`config.mk`:
```
export PLATFORM = sky130hd
export DESIGN_NAME = seg7_scan_driver
export DESIGN_NICKNAME = d
export VERILOG_FILES = /design/src/rtl/seg7_pkg.sv /design/src/rtl/seg7_hex_decode.sv /design/src/rtl/seg7_scan_driver.sv
export SDC_FILE = /design/constraint.sdc
export NUM_CORES = 1
export LEC_CHECK = 0
export BUFFER_PORTS_ARGS = -buffer_cell sky130_fd_sc_hd__buf_2
export CORE_MARGIN = 8
export CORE_UTILIZATION = 50
export DETAILED_ROUTE_END_ITERATION = 6
export PLACE_DENSITY = 0.72
export SKIP_LAST_GASP = 1
export SLEW_MARGIN = 20
export SYNTH_ARGS = -nofsm -noshare
export SYNTH_HDL_FRONTEND = slang
export SYNTH_SLANG_ARGS = --single-unit
export TNS_END_PERCENT = 20
```
`constraint.sdc`:
```
create_clock -name clk -period 2.65 [get_ports clk]
set_input_delay 0.53 -clock clk [delete_from_list [all_inputs] [get_ports clk]]
set_output_delay 0.53 -clock clk [all_outputs]
set_load 0.01 [all_outputs]
```
`src/rtl/seg7_pkg.sv`:
```
// Shared constants for the 7-segment scan driver: hex glyph table,
// blank pattern and a polarity helper for the segment bus.
package seg7_pkg;

    // Active-high glyphs, bit order {g,f,e,d,c,b,a}, indexed by nibble value.
    localparam logic [6:0] GLYPH [16] = '{
        7'h3F, 7'h06, 7'h5B, 7'h4F, 7'h66, 7'h6D, 7'h7D, 7'h07,
        7'h7F, 7'h6F, 7'h77, 7'h7C, 7'h39, 7'h5E, 7'h79, 7'h71
    };

    // All segments dark (active-high form).
    localparam logic [6:0] SEG_BLANK = 7'h00;

    // Convert an active-high segment pattern to the pin level.
    function automatic logic [6:0] seg_pol(input logic [6:0] pat, input logic act_low);
        return act_low ? ~pat : pat;
    endfunction

endpackage

```
`src/rtl/seg7_hex_decode.sv`:
```
// Combinational hex nibble to active-high 7-segment glyph lookup.
module seg7_hex_decode
    import seg7_pkg::*;
(
    input  logic [3:0] nib_i,
    output logic [6:0] glyph_o
);

    assign glyph_o = GLYPH[nib_i];

endmodule

```
`src/rtl/seg7_scan_driver.sv`:
```
// Time-multiplexed 7-segment driver: tear-free double buffer, per-digit
// scan with a guard cycle, leading-zero blanking and per-digit blink.
module seg7_scan_driver
    import seg7_pkg::*;
#(
    parameter int NUM_DIGITS     = 6,
    parameter int SCAN_DIV       = 50000,
    parameter int BLINK_FRAMES   = 64,
    parameter int SEG_ACTIVE_LOW = 1,
    parameter int AN_ACTIVE_LOW  = 1
) (
    input  logic                    clk,
    input  logic                    rst_n,
    input  logic [4*NUM_DIGITS-1:0] digits_i,
    input  logic [NUM_DIGITS-1:0]   dp_i,
    input  logic [NUM_DIGITS-1:0]   blink_mask_i,
    input  logic                    blank_lz_i,
    input  logic                    load_i,
    output logic [6:0]              seg_o,
    output logic                    dp_o,
    output logic [NUM_DIGITS-1:0]   an_o,
    output logic                    frame_o
);

    localparam int SLOT_W = $clog2(SCAN_DIV);
    localparam int IDX_W  = (NUM_DIGITS > 1) ? $clog2(NUM_DIGITS) : 1;
    localparam int FCNT_W = (BLINK_FRAMES > 0) ? $clog2(BLINK_FRAMES + 1) : 1;
    localparam int DW     = 4 * NUM_DIGITS;

    localparam logic                  SEG_LOW = (SEG_ACTIVE_LOW != 0);
    localparam logic                  AN_LOW  = (AN_ACTIVE_LOW != 0);
    localparam logic [6:0]            SEG_OFF = seg_pol(SEG_BLANK, SEG_LOW);
    localparam logic [NUM_DIGITS-1:0] AN_OFF  = {NUM_DIGITS{AN_LOW}};

    // Scan position of the slot the next edge will present.
    logic [SLOT_W-1:0] slot_q, slot_d;
    logic [IDX_W-1:0]  idx_q, idx_d;
    logic [FCNT_W-1:0] fcnt_q, fcnt_d;
    logic              phase_q, phase_d;

    // Pending (written any time) and display (frame-stable) buffers.
    logic [DW-1:0]         pend_dig_q, pend_dig_d, disp_dig_q, disp_dig_d;
    logic [NUM_DIGITS-1:0] pend_dp_q, pend_dp_d, disp_dp_q, disp_dp_d;
    logic [NUM_DIGITS-1:0] pend_mask_q, pend_mask_d, disp_mask_q, disp_mask_d;
    logic                  pend_lz_q, pend_lz_d, disp_lz_q, disp_lz_d;
    logic                  pend_vld_q, pend_vld_d;

    // Registered pin drivers.
    logic [6:0]            seg_q, seg_d;
    logic                  dp_q, dp_d;
    logic [NUM_DIGITS-1:0] an_q, an_d;
    logic                  frame_q, frame_d;

    logic                  boundary;
    logic                  slot_last;
    logic [3:0]            cur_nib;
    logic [6:0]            glyph;
    logic [NUM_DIGITS-1:0] lz_blank;
    logic                  zero_above;
    logic                  blink_off;
    logic                  seg_dark;
    logic                  dp_lit;
    logic [NUM_DIGITS-1:0] an_onehot;

    seg7_hex_decode u_dec (
        .nib_i  (cur_nib),
        .glyph_o(glyph)
    );

    // Next-state for scan counters, buffers and blink phase.
    always_comb begin
        slot_last   = (slot_q == SLOT_W'(SCAN_DIV - 1));
        boundary    = (slot_q == '0) && (idx_q == '0);
        slot_d      = slot_last ? '0 : slot_q + 1'b1;
        idx_d       = idx_q;
        if (slot_last)
            idx_d = (idx_q == IDX_W'(NUM_DIGITS - 1)) ? '0 : idx_q + 1'b1;

        pend_dig_d  = pend_dig_q;
        pend_dp_d   = pend_dp_q;
        pend_mask_d = pend_mask_q;
        pend_lz_d   = pend_lz_q;
        pend_vld_d  = pend_vld_q;
        disp_dig_d  = disp_dig_q;
        disp_dp_d   = disp_dp_q;
        disp_mask_d = disp_mask_q;
        disp_lz_d   = disp_lz_q;
        fcnt_d      = fcnt_q;
        phase_d     = phase_q;

        if (boundary) begin
            // A load on the boundary edge bypasses straight to the display.
            pend_vld_d = 1'b0;
            if (load_i) begin
                disp_dig_d  = digits_i;
                disp_dp_d   = dp_i;
                disp_mask_d = blink_mask_i;
                disp_lz_d   = blank_lz_i;
            end else if (pend_vld_q) begin
                disp_dig_d  = pend_dig_q;
                disp_dp_d   = pend_dp_q;
                disp_mask_d = pend_mask_q;
                disp_lz_d   = pend_lz_q;
            end
            // Counter holds frames shown in the current phase; the frame that
            // starts on a toggle is the first of the new phase.
            if (BLINK_FRAMES > 0) begin
                if (fcnt_q == FCNT_W'(BLINK_FRAMES)) begin
                    fcnt_d  = FCNT_W'(1);
                    phase_d = ~phase_q;
                end else begin
                    fcnt_d  = fcnt_q + 1'b1;
                end
            end
        end else if (load_i) begin
            pend_dig_d  = digits_i;
            pend_dp_d   = dp_i;
            pend_mask_d = blink_mask_i;
            pend_lz_d   = blank_lz_i;
            pend_vld_d  = 1'b1;
        end
    end

    // Output pattern for the slot being presented, from the post-update buffer.
    always_comb begin
        cur_nib    = disp_dig_d[idx_q*4 +: 4];
        zero_above = 1'b1;
        lz_blank   = '0;
        for (int k = NUM_DIGITS - 1; k >= 1; k--) begin
            zero_above  = zero_above & (disp_dig_d[k*4 +: 4] == 4'h0);
            lz_blank[k] = disp_lz_d & zero_above;
        end
        blink_off  = phase_d & disp_mask_d[idx_q];
        seg_dark   = lz_blank[idx_q] | blink_off;
        dp_lit     = disp_dp_d[idx_q] & ~blink_off;
        an_onehot  = '0;
        if (slot_q != '0)
            an_onehot[idx_q] = 1'b1;

        seg_d   = seg_pol(seg_dark ? SEG_BLANK : glyph, SEG_LOW);
        dp_d    = SEG_LOW ? ~dp_lit : dp_lit;
        an_d    = AN_LOW ? ~an_onehot : an_onehot;
        frame_d = boundary;
    end

    // State registers; reset restarts the scan at digit 0 with cleared buffers.
    always_ff @(posedge clk) begin
        if (!rst_n) begin
            slot_q      <= '0;
            idx_q       <= '0;
            fcnt_q      <= '0;
            phase_q     <= 1'b0;
            pend_dig_q  <= '0;
            pend_dp_q   <= '0;
            pend_mask_q <= '0;
            pend_lz_q   <= 1'b0;
            pend_vld_q  <= 1'b0;
            disp_dig_q  <= '0;
            disp_dp_q   <= '0;
            disp_mask_q <= '0;
            disp_lz_q   <= 1'b0;
        end else begin
            slot_q      <= slot_d;
            idx_q       <= idx_d;
            fcnt_q      <= fcnt_d;
            phase_q     <= phase_d;
            pend_dig_q  <= pend_dig_d;
            pend_dp_q   <= pend_dp_d;
            pend_mask_q <= pend_mask_d;
            pend_lz_q   <= pend_lz_d;
            pend_vld_q  <= pend_vld_d;
            disp_dig_q  <= disp_dig_d;
            disp_dp_q   <= disp_dp_d;
            disp_mask_q <= disp_mask_d;
            disp_lz_q   <= disp_lz_d;
        end
    end

    // Output registers; reset drives every pin to its dark/disabled level.
    always_ff @(posedge clk) begin
        if (!rst_n) begin
            seg_q   <= SEG_OFF;
            dp_q    <= SEG_LOW;
            an_q    <= AN_OFF;
            frame_q <= 1'b0;
        end else begin
            seg_q   <= seg_d;
            dp_q    <= dp_d;
            an_q    <= an_d;
            frame_q <= frame_d;
        end
    end

    assign seg_o   = seg_q;
    assign dp_o    = dp_q;
    assign an_o    = an_q;
    assign frame_o = frame_q;

endmodule

```
==> impl_metrics.json, run 1 <==
{
  "netlist_instances": 704,
  "unrepaired_setup_endpoints_after_global_routing": "true",
  "synth-seq-cells": 117,
  "fin_skew_ns": 0.00716,
  "first_global_vias": 5544,
  "hold_path_depth": 3,
  "startpoint_of_the_lowest_slack_register_to_register_path": "slot_q[0]",
  "place.gp.congestion": 0.983,
  "worst_skew_pair.late_latency_ns": 0.41,
  "number_of_distinct_library_cell_variants_in_the_gate_level_netlist_after_synthesis": 71,
  "worst-r2r-setup-slack_ns": -0.16,
  "i_o_pin_count": 55,
  "power.clock.fraction": 0.406,
  "worst_setup_path_end_kind": "register",
  "share_seq_of_total_power": 0.392,
  "gr-total-overflow": 0,
  "hold_violations": 0,
  "hpwl_um": 12400,
  "peak_fanout_along_the_critical_path": 5,
  "combined_area_of_the_multi_input_logic_cells_um2": 3260,
  "power_per_cell_area_nw_per_um2": 685,
  "synth-warning-count": 0,
  "final.setup.tns_ns": -0.676,
  "final.period_utilization": 1.06,
  "worst-setup-path-type": "reg -> reg",
  "failing_checks": "setup timing",
  "grt_pass1_wl_um": 27800,
  "antenna_found_initial": 0,
  "initial_utilization": 0.504,
  "track_usage": 0.234,
  "numPlacedInstances": 949,
  "worstHoldEndpoint": "pend_dig_q[15]",
  "max-vdd-ir-drop_mv": 0.666,
  "cts_tree": "built",
  "drtIter0Drc": 487,
  "drc_errors": 0,
  "critPathLaunchType": "register",
  "finish.net_count": 883,
  "numPortBuffers": 54,
  "finalNonFillerCells": 989,
  "endpoint_of_the_worst_register_to_register_path": "seg_o[3]",
  "die_h_um": 123,
  "clock_tree_root_buffer_cell": "sky130_fd_sc_hd__clkbuf_16",
  "status": "complete, but fails checks",
  "cp.arrival_ns": 3.08,
  "synth_area_um2": 5690,
  "tightest_slew_ns": 0.982,
  "core_region_area_um2": 11300,
  "p_sw_mw": 1.42,
  "power.share.combinational": 0.202,
  "critical_path_required_ns": 2.93,
  "hold_path.class": "in -> reg",
  "max-cap-violations": 0,
  "antenna-diode-count": 0,
  "cts_htree_levels": 4,
  "synthFlopType": "sky130_fd_sc_hd__dfxtp_1",
  "hold_path_startpoint": "digits_i[15]",
  "synth_fp_nets": 754,
  "clk_transition_reported_paths_ns": 0.05,
  "detail-route-antenna-nets": 0,
  "reg2reg_depth": 15,
  "dpl_worst_slack_ns": -0.233,
  "detailroute.via_count": 5745,
  "clock_path_buffers": 2,
  "filler_cell_count": 940,
  "swShare": 0.280,
  "post_route_cell_area_um2": 7410,
  "finalMaxSlewViolations": 0,
  "setup_slack_ns": -0.156,
  "cell_area_after_placement_um2": 6680,
  "syn2layout_area_growth_pct": 30.3,
  "p_int_mw": 3.65,
  "ys_seq_area_frac": 0.412,
  "relSlewSlack": 0.345,
  "number_of_cell_rows": 39,
  "clock-sinks": 117,
  "die_area_um2": 15000,
  "routed_via_density": 5.81,
  "die_span_x_um": 123,
  "finish.utilization": 0.657,
  "synth_edf_count": 0,
  "area.sequential_um2": 2350,
  "fin_crit_ns": 2.81,
  "asyncSetResetFlopFracSynth": 0,
  "p_leak_nw": 2.99,
  "post_synth.cell_area_avg_um2": 8.08,
  "routed_wl_um": 17400,
  "number_of_iterations_in_the_first_detailed_routing_pass": 5,
  "pin_count_of_the_biggest_net_entering_global_routing": 35,
  "setup-violations-final": 7,
  "final_layout_size_suffix_gt1_frac": 0.274,
  "maxClockFrequency_mhz": 356,
  "cts_made_buffers": 17,
  "wl_per_cell_um": 17.6
}
critical path: stages, from the launching register on:
cell	delay [ns]
sky130_fd_sc_hd__dfxtp_2	0.34
sky130_fd_sc_hd__inv_2	0.04
sky130_fd_sc_hd__ha_4	0.15
sky130_fd_sc_hd__nor4b_4	0.13
sky130_fd_sc_hd__buf_4	0.15
sky130_fd_sc_hd__nand4_4	0.11
sky130_fd_sc_hd__nor2_4	0.07
sky130_fd_sc_hd__a222oi_1	0.40
sky130_fd_sc_hd__nand2_1	0.12
sky130_fd_sc_hd__a32oi_2	0.28
sky130_fd_sc_hd__o311ai_4	0.16
sky130_fd_sc_hd__buf_6	0.17
sky130_fd_sc_hd__ha_4	0.15
sky130_fd_sc_hd__and2_4	0.13
sky130_fd_sc_hd__a211oi_2	0.18
sky130_fd_sc_hd__o21ai_1	0.09
cell usage in the layout, fill, tap and decap left out, drive strengths merged, types with 2 or more instances in the layout:
cell,Yosys,routed
a211oi,6,6
a21oi,70,70
a221o,12,12
a22o,2,2
a22oi,8,8
a311oi,2,2
a31oi,12,12
a32oi,2,2
and2,13,13
and3,8,8
and4,2,2
buf,13,156
clkbuf,33,28
clkinv,0,4
dfxtp,117,117
ha,10,10
inv,14,14
mux2i,7,7
nand2,120,120
nand2b,15,15
nand3,25,25
nand4,11,11
nor2,69,69
nor2b,6,6
nor3,17,17
nor3b,5,5
nor4,5,5
nor4b,3,3
o211a,4,4
o211ai,4,4
o21ai,28,28
o221ai,3,3
o22ai,14,14
o311ai,2,2
o31ai,3,3
or3,6,6
xnor2,5,5
xor2,11,11
power by group through the flow:
stage	logic, mW	registers (mW)	clock network (mW)
floorplan	0.562	2.01	0
global placement	0.906	2.01	0
detailed placement	0.933	2.02	0
CTS	0.978	1.99	2.07
global route	1.11	2.00	2.16
finish	1.03	1.99	2.06
cell usage after synthesis, drive strengths merged, types with 2 or more instances:
library cell,n,area share
a211oi,6,0.0079
a21oi,70,0.062
a221o,12,0.021
a22o,2,0.0031
a22oi,8,0.011
a311oi,2,0.0031
a31oi,12,0.013
a32oi,2,0.0031
and2,13,0.014
and3,8,0.0088
and4,2,0.0031
buf,13,0.017
clkbuf,33,0.022
dfxtp,117,0.41
ha,10,0.022
inv,14,0.0092
mux2i,7,0.012
nand2,120,0.081
nand2b,15,0.017
nand3,25,0.022
nand4,11,0.013
nor2,69,0.048
nor2b,6,0.0066
nor3,17,0.017
nor3b,5,0.0066
nor4,5,0.0081
nor4b,3,0.0057
o211a,4,0.0070
o211ai,4,0.0053
o21ai,28,0.025
o221ai,3,0.0068
o22ai,14,0.017
o311ai,2,0.0057
o31ai,3,0.0048
or3,6,0.0066
xnor2,5,0.0077
xor2,11,0.017
worst max-delay path by stage:
stage	start	to	slack, ns	cells after the start
floorplan	slot_q[6]	seg_o[3]	-0.08	12
global placement	slot_q[13]	seg_o[3]	-0.18	10
detailed placement	slot_q[1]	seg_o[6]	-0.23	11
CTS	slot_q[0]	seg_o[3]	-0.04	15
global route	slot_q[9]	seg_o[0]	-0.25	11
finish	slot_q[0]	seg_o[3]	-0.16	15
layer usage:
layer | track usage | wire length (µm) | up-vias
met5 | 0 | 0 | -
met4 | 0.0853 | 315 | 0
met3 | 0.0538 | 1310 | 30
met2 | 0.373 | 8250 | 218
met1 | 0.303 | 7540 | 2746
li1 | - | - | 2751
flip-flops by register name, indices dropped and copies added, names as in the netlist, 7 cells and up:
register	cells
disp_dig_q	24
pend_dig_q	24
slot_q	16
fcnt_q	7
seg_o	7
what timing repair did:
item | CTS | global route
endpoints found under the setup margin | 7 | 20
setup buffers | 7 | 1
hold buffers | 0 | 0
pin swaps | 8 | 10
resized for setup | 14 | 15
cell families (layout without fill, tap and decap cells):
group / after synthesis / after routing / share of synthesized area
compound gates: 183 / 183 / 0.212
buf+inv: 60 / 202 / 0.0484
fa+ha+maj: 10 / 10 / 0.0220
xor+xnor: 16 / 16 / 0.0246
flops: 117 / 117 / 0.412
mux: 9 / 9 / 0.0183
simple gates: 309 / 309 / 0.262
cell type report:
cell class	instances	share of cell area
multi-input combinational	527	0.440
clock buffer	28	0.0684
sequential	117	0.317
inverter	14	0.00709
clock inverter	4	0.00270
timing repair buffer	156	0.141
tap	143	0.0242
stage by stage:
step                      hold slack, ns  power [mW]
after CTS                          0.352        5.03
after global routing               0.358        5.27
after detailed placement           0.448        2.95
after global placement             0.441        2.92
after floorplan                    0.431        2.58
final                              0.366        5.07
No activity file was read; power rests on OpenSTA's default activity.
==> inputs of run 2 (changes only) <==
--- a/config.mk
+++ b/config.mk
@@ -7,9 +7,8 @@
 export LEC_CHECK = 0
 export BUFFER_PORTS_ARGS = -buffer_cell sky130_fd_sc_hd__buf_2
 export CORE_MARGIN = 8
-export CORE_UTILIZATION = 50
+export CORE_UTILIZATION = 35
 export DETAILED_ROUTE_END_ITERATION = 6
-export PLACE_DENSITY = 0.72
 export SKIP_LAST_GASP = 1
 export SLEW_MARGIN = 20
 export SYNTH_ARGS = -nofsm -noshare
==> constraint.sdc (replaced) <==
create_clock -name clk -period 3.2 [get_ports clk]
set_input_delay 0.64 -clock clk [delete_from_list [all_inputs] [get_ports clk]]
set_output_delay 0.64 -clock clk [all_outputs]
set_load 0.01 [all_outputs]
==> run 2 against run 1 <==
Against the previous run:
- critical endpoint is now seg_o[4]
- the flow now finishes without violations
- critical path depth increased by 1
- sequential share of layout area is 2.5 points higher
- routed wire length fell by 6.8%
- die area up 37%
- register-to-register slack improved by 0.38 ns
- clock skew up 0.0030 ns
- critical path type unchanged
==> impl_metrics.json, run 2 (synthesis gave the netlist of run 1 again) <==
{
  "status": "complete, no violations",
  "drc_errors": 0,
  "numPortBuffers": 54,
  "die_area_um2": 20600,
  "core_region_area_um2": 15900,
  "cts_tree": "built",
  "detailroute.via_count": 5295,
  "track_usage": 0.164,
  "mostFrequentLayoutCells": "sky130_fd_sc_hd__nand2_1 (119), sky130_fd_sc_hd__dfxtp_1 (116), sky130_fd_sc_hd__a21oi_1 (70)",
  "p_leak_nw": 2.65,
  "largest_registers": "disp_dig_q x24, pend_dig_q x24, slot_q x16",
  "clock_path_buffers": 2,
  "worst_skew_pair.late_latency_ns": 0.42,
  "power_per_cell_area_nw_per_um2": 607,
  "finalMaxSlewViolations": 0,
  "routed_via_density": 5.34,
  "cell_area_after_placement_um2": 6250,
  "path_cells": "inv_1 > ha_1 > nor4b_2 > nand4_2 > nor2_4 > buf_4 > a222oi_1 > nand2_1 > a32oi_2 > o311ai_4 > inv_2 > ha_1 > inv_1 > nor2_1 > a21oi_1 > o221ai_1",
  "cts_htree_levels": 4,
  "max-cap-violations": 0,
  "setup-violations-final": 0,
  "setup_slack_ns": 0.228,
  "cp.arrival_ns": 3.30,
  "drtIter0Drc": 487,
  "maxClockFrequency_mhz": 336,
  "max-vdd-ir-drop_mv": 0.401,
  "routed_wl_um": 16200,
  "hold-worst-slack_ns": 0.449,
  "most_frequent_standard_cell_in_the_layout_excluding_fill_and_tap_cells": "sky130_fd_sc_hd__nand2_1",
  "critical-path-top-delay-family": "compound AO/OA/AOI/OAI gates",
  "antenna_found_initial": 0,
  "pin_count_of_the_biggest_net_entering_global_routing": 39,
  "detail-route-antenna-nets": 0,
  "critical_path_required_ns": 3.53,
  "syn2layout_area_growth_pct": 20.7,
  "clock_tree_root_buffer_cell": "sky130_fd_sc_hd__clkbuf_16",
  "die_h_um": 143,
  "final_layout_size_suffix_gt1_frac": 0.183,
  "fin_skew_ns": 0.0102,
  "place.gp.congestion": 0.936,
  "die_span_x_um": 143,
  "clk_transition_reported_paths_ns": 0.05,
  "initial_utilization": 0.358,
  "grt_pass1_wl_um": 26300,
  "final.setup.tns_ns": 0,
  "hold_buffers": 0,
  "hold_violations": 0,
  "i_o_pin_count": 55,
  "worst-setup-path-type": "reg -> reg",
  "clock-sinks": 117,
  "post_route_cell_area_um2": 6870,
  "critPathLaunchType": "register",
  "peak_fanout_along_the_critical_path": 16,
  "crit_buf_inv": 4,
  "filler_cell_count": 1609,
  "antenna-diode-count": 0,
  "first_global_vias": 5010,
  "tightest_slew_ns": 0.816,
  "worst_setup_path_end_kind": "register",
  "hold_path.class": "reg -> reg",
  "gr-total-overflow": 0,
  "unrepaired_setup_endpoints_after_global_routing": "true",
  "wl_per_cell_um": 16.3,
  "number_of_iterations_in_the_first_detailed_routing_pass": 6,
  "timing.critical_path.slowest_stage_cell": "sky130_fd_sc_hd__dfxtp_1",
  "hpwl_um": 11600,
  "final.period_utilization": 0.929,
  "timing.critical_path.slowest_cell_delay_ns": 0.37,
  "cts_made_buffers": 17,
  "fin_crit_ns": 2.97,
  "relSlewSlack": 0.455,
  "finish.net_count": 817,
  "dpl_worst_slack_ns": 0.145,
  "number_of_cell_rows": 46
}
## run 2: cell count changes in the layout (fill, tap and decap cells not counted), sizes merged
| cell | delta |
|---|---|
| bufinv | +2 |
| buf | -66 |
| clkinv | -1 |
| clkbuf | -5 |
## run 2: layer usage
layer,global-route usage,part of all wire,vias up
li1,-,-,2630
met1,0.217,0.48,2453
met2,0.245,0.43,181
met3,0.0481,0.074,31
met4,0.0664,0.019,0
met5,0,0,-
## run 2: report_power, final
group / internal, mW / switching [mW] / leakage [nW]
Combinational: 0.277 / 0.410 / 1.41
Sequential: 1.57 / 0.0701 / 0.958
Clock: 1.20 / 0.631 / 0.281
## run 2: worst paths after layout
check / start / endpoint / slack, ns / depth (start not counted)
max: slot_q[1] / seg_o[4] / 0.23 / 16
min: slot_q[0] / slot_q[0] / 0.45 / 1
max reg2reg: slot_q[1] / seg_o[4] / 0.23 / 16
min reg2reg: slot_q[0] / slot_q[0] / 0.45 / 1
## run 2: layout make-up
class	count	area [µm²]	area share
Sequential cell	117	2340	0.341
Multi-Input combinational cell	527	3100	0.451
Inverter	14	52.6	0.00765
Timing Repair Buffer	90	541	0.0787
Clock inverter	5	75.1	0.0109
Tap cell	216	270	0.0394
Clock buffer	23	488	0.0711
## run 2: timing repair
action / CTS / global route
resized for setup: 0 / 5
setup endpoints to repair: 0 / 5
buffers inserted: 0 / 3
endpoints found under the hold margin: 0 / 0
## run 2: stage by stage
stage | utilization | total power [mW] | std cells
after global placement | 0.394 | 2.34 | 961
after global routing | 0.432 | 4.36 | 992
after CTS | 0.429 | 4.20 | 989
after detailed placement | 0.394 | 2.34 | 961
final | 0.432 | 4.17 | 992
after floorplan | - | 2.12 | 704
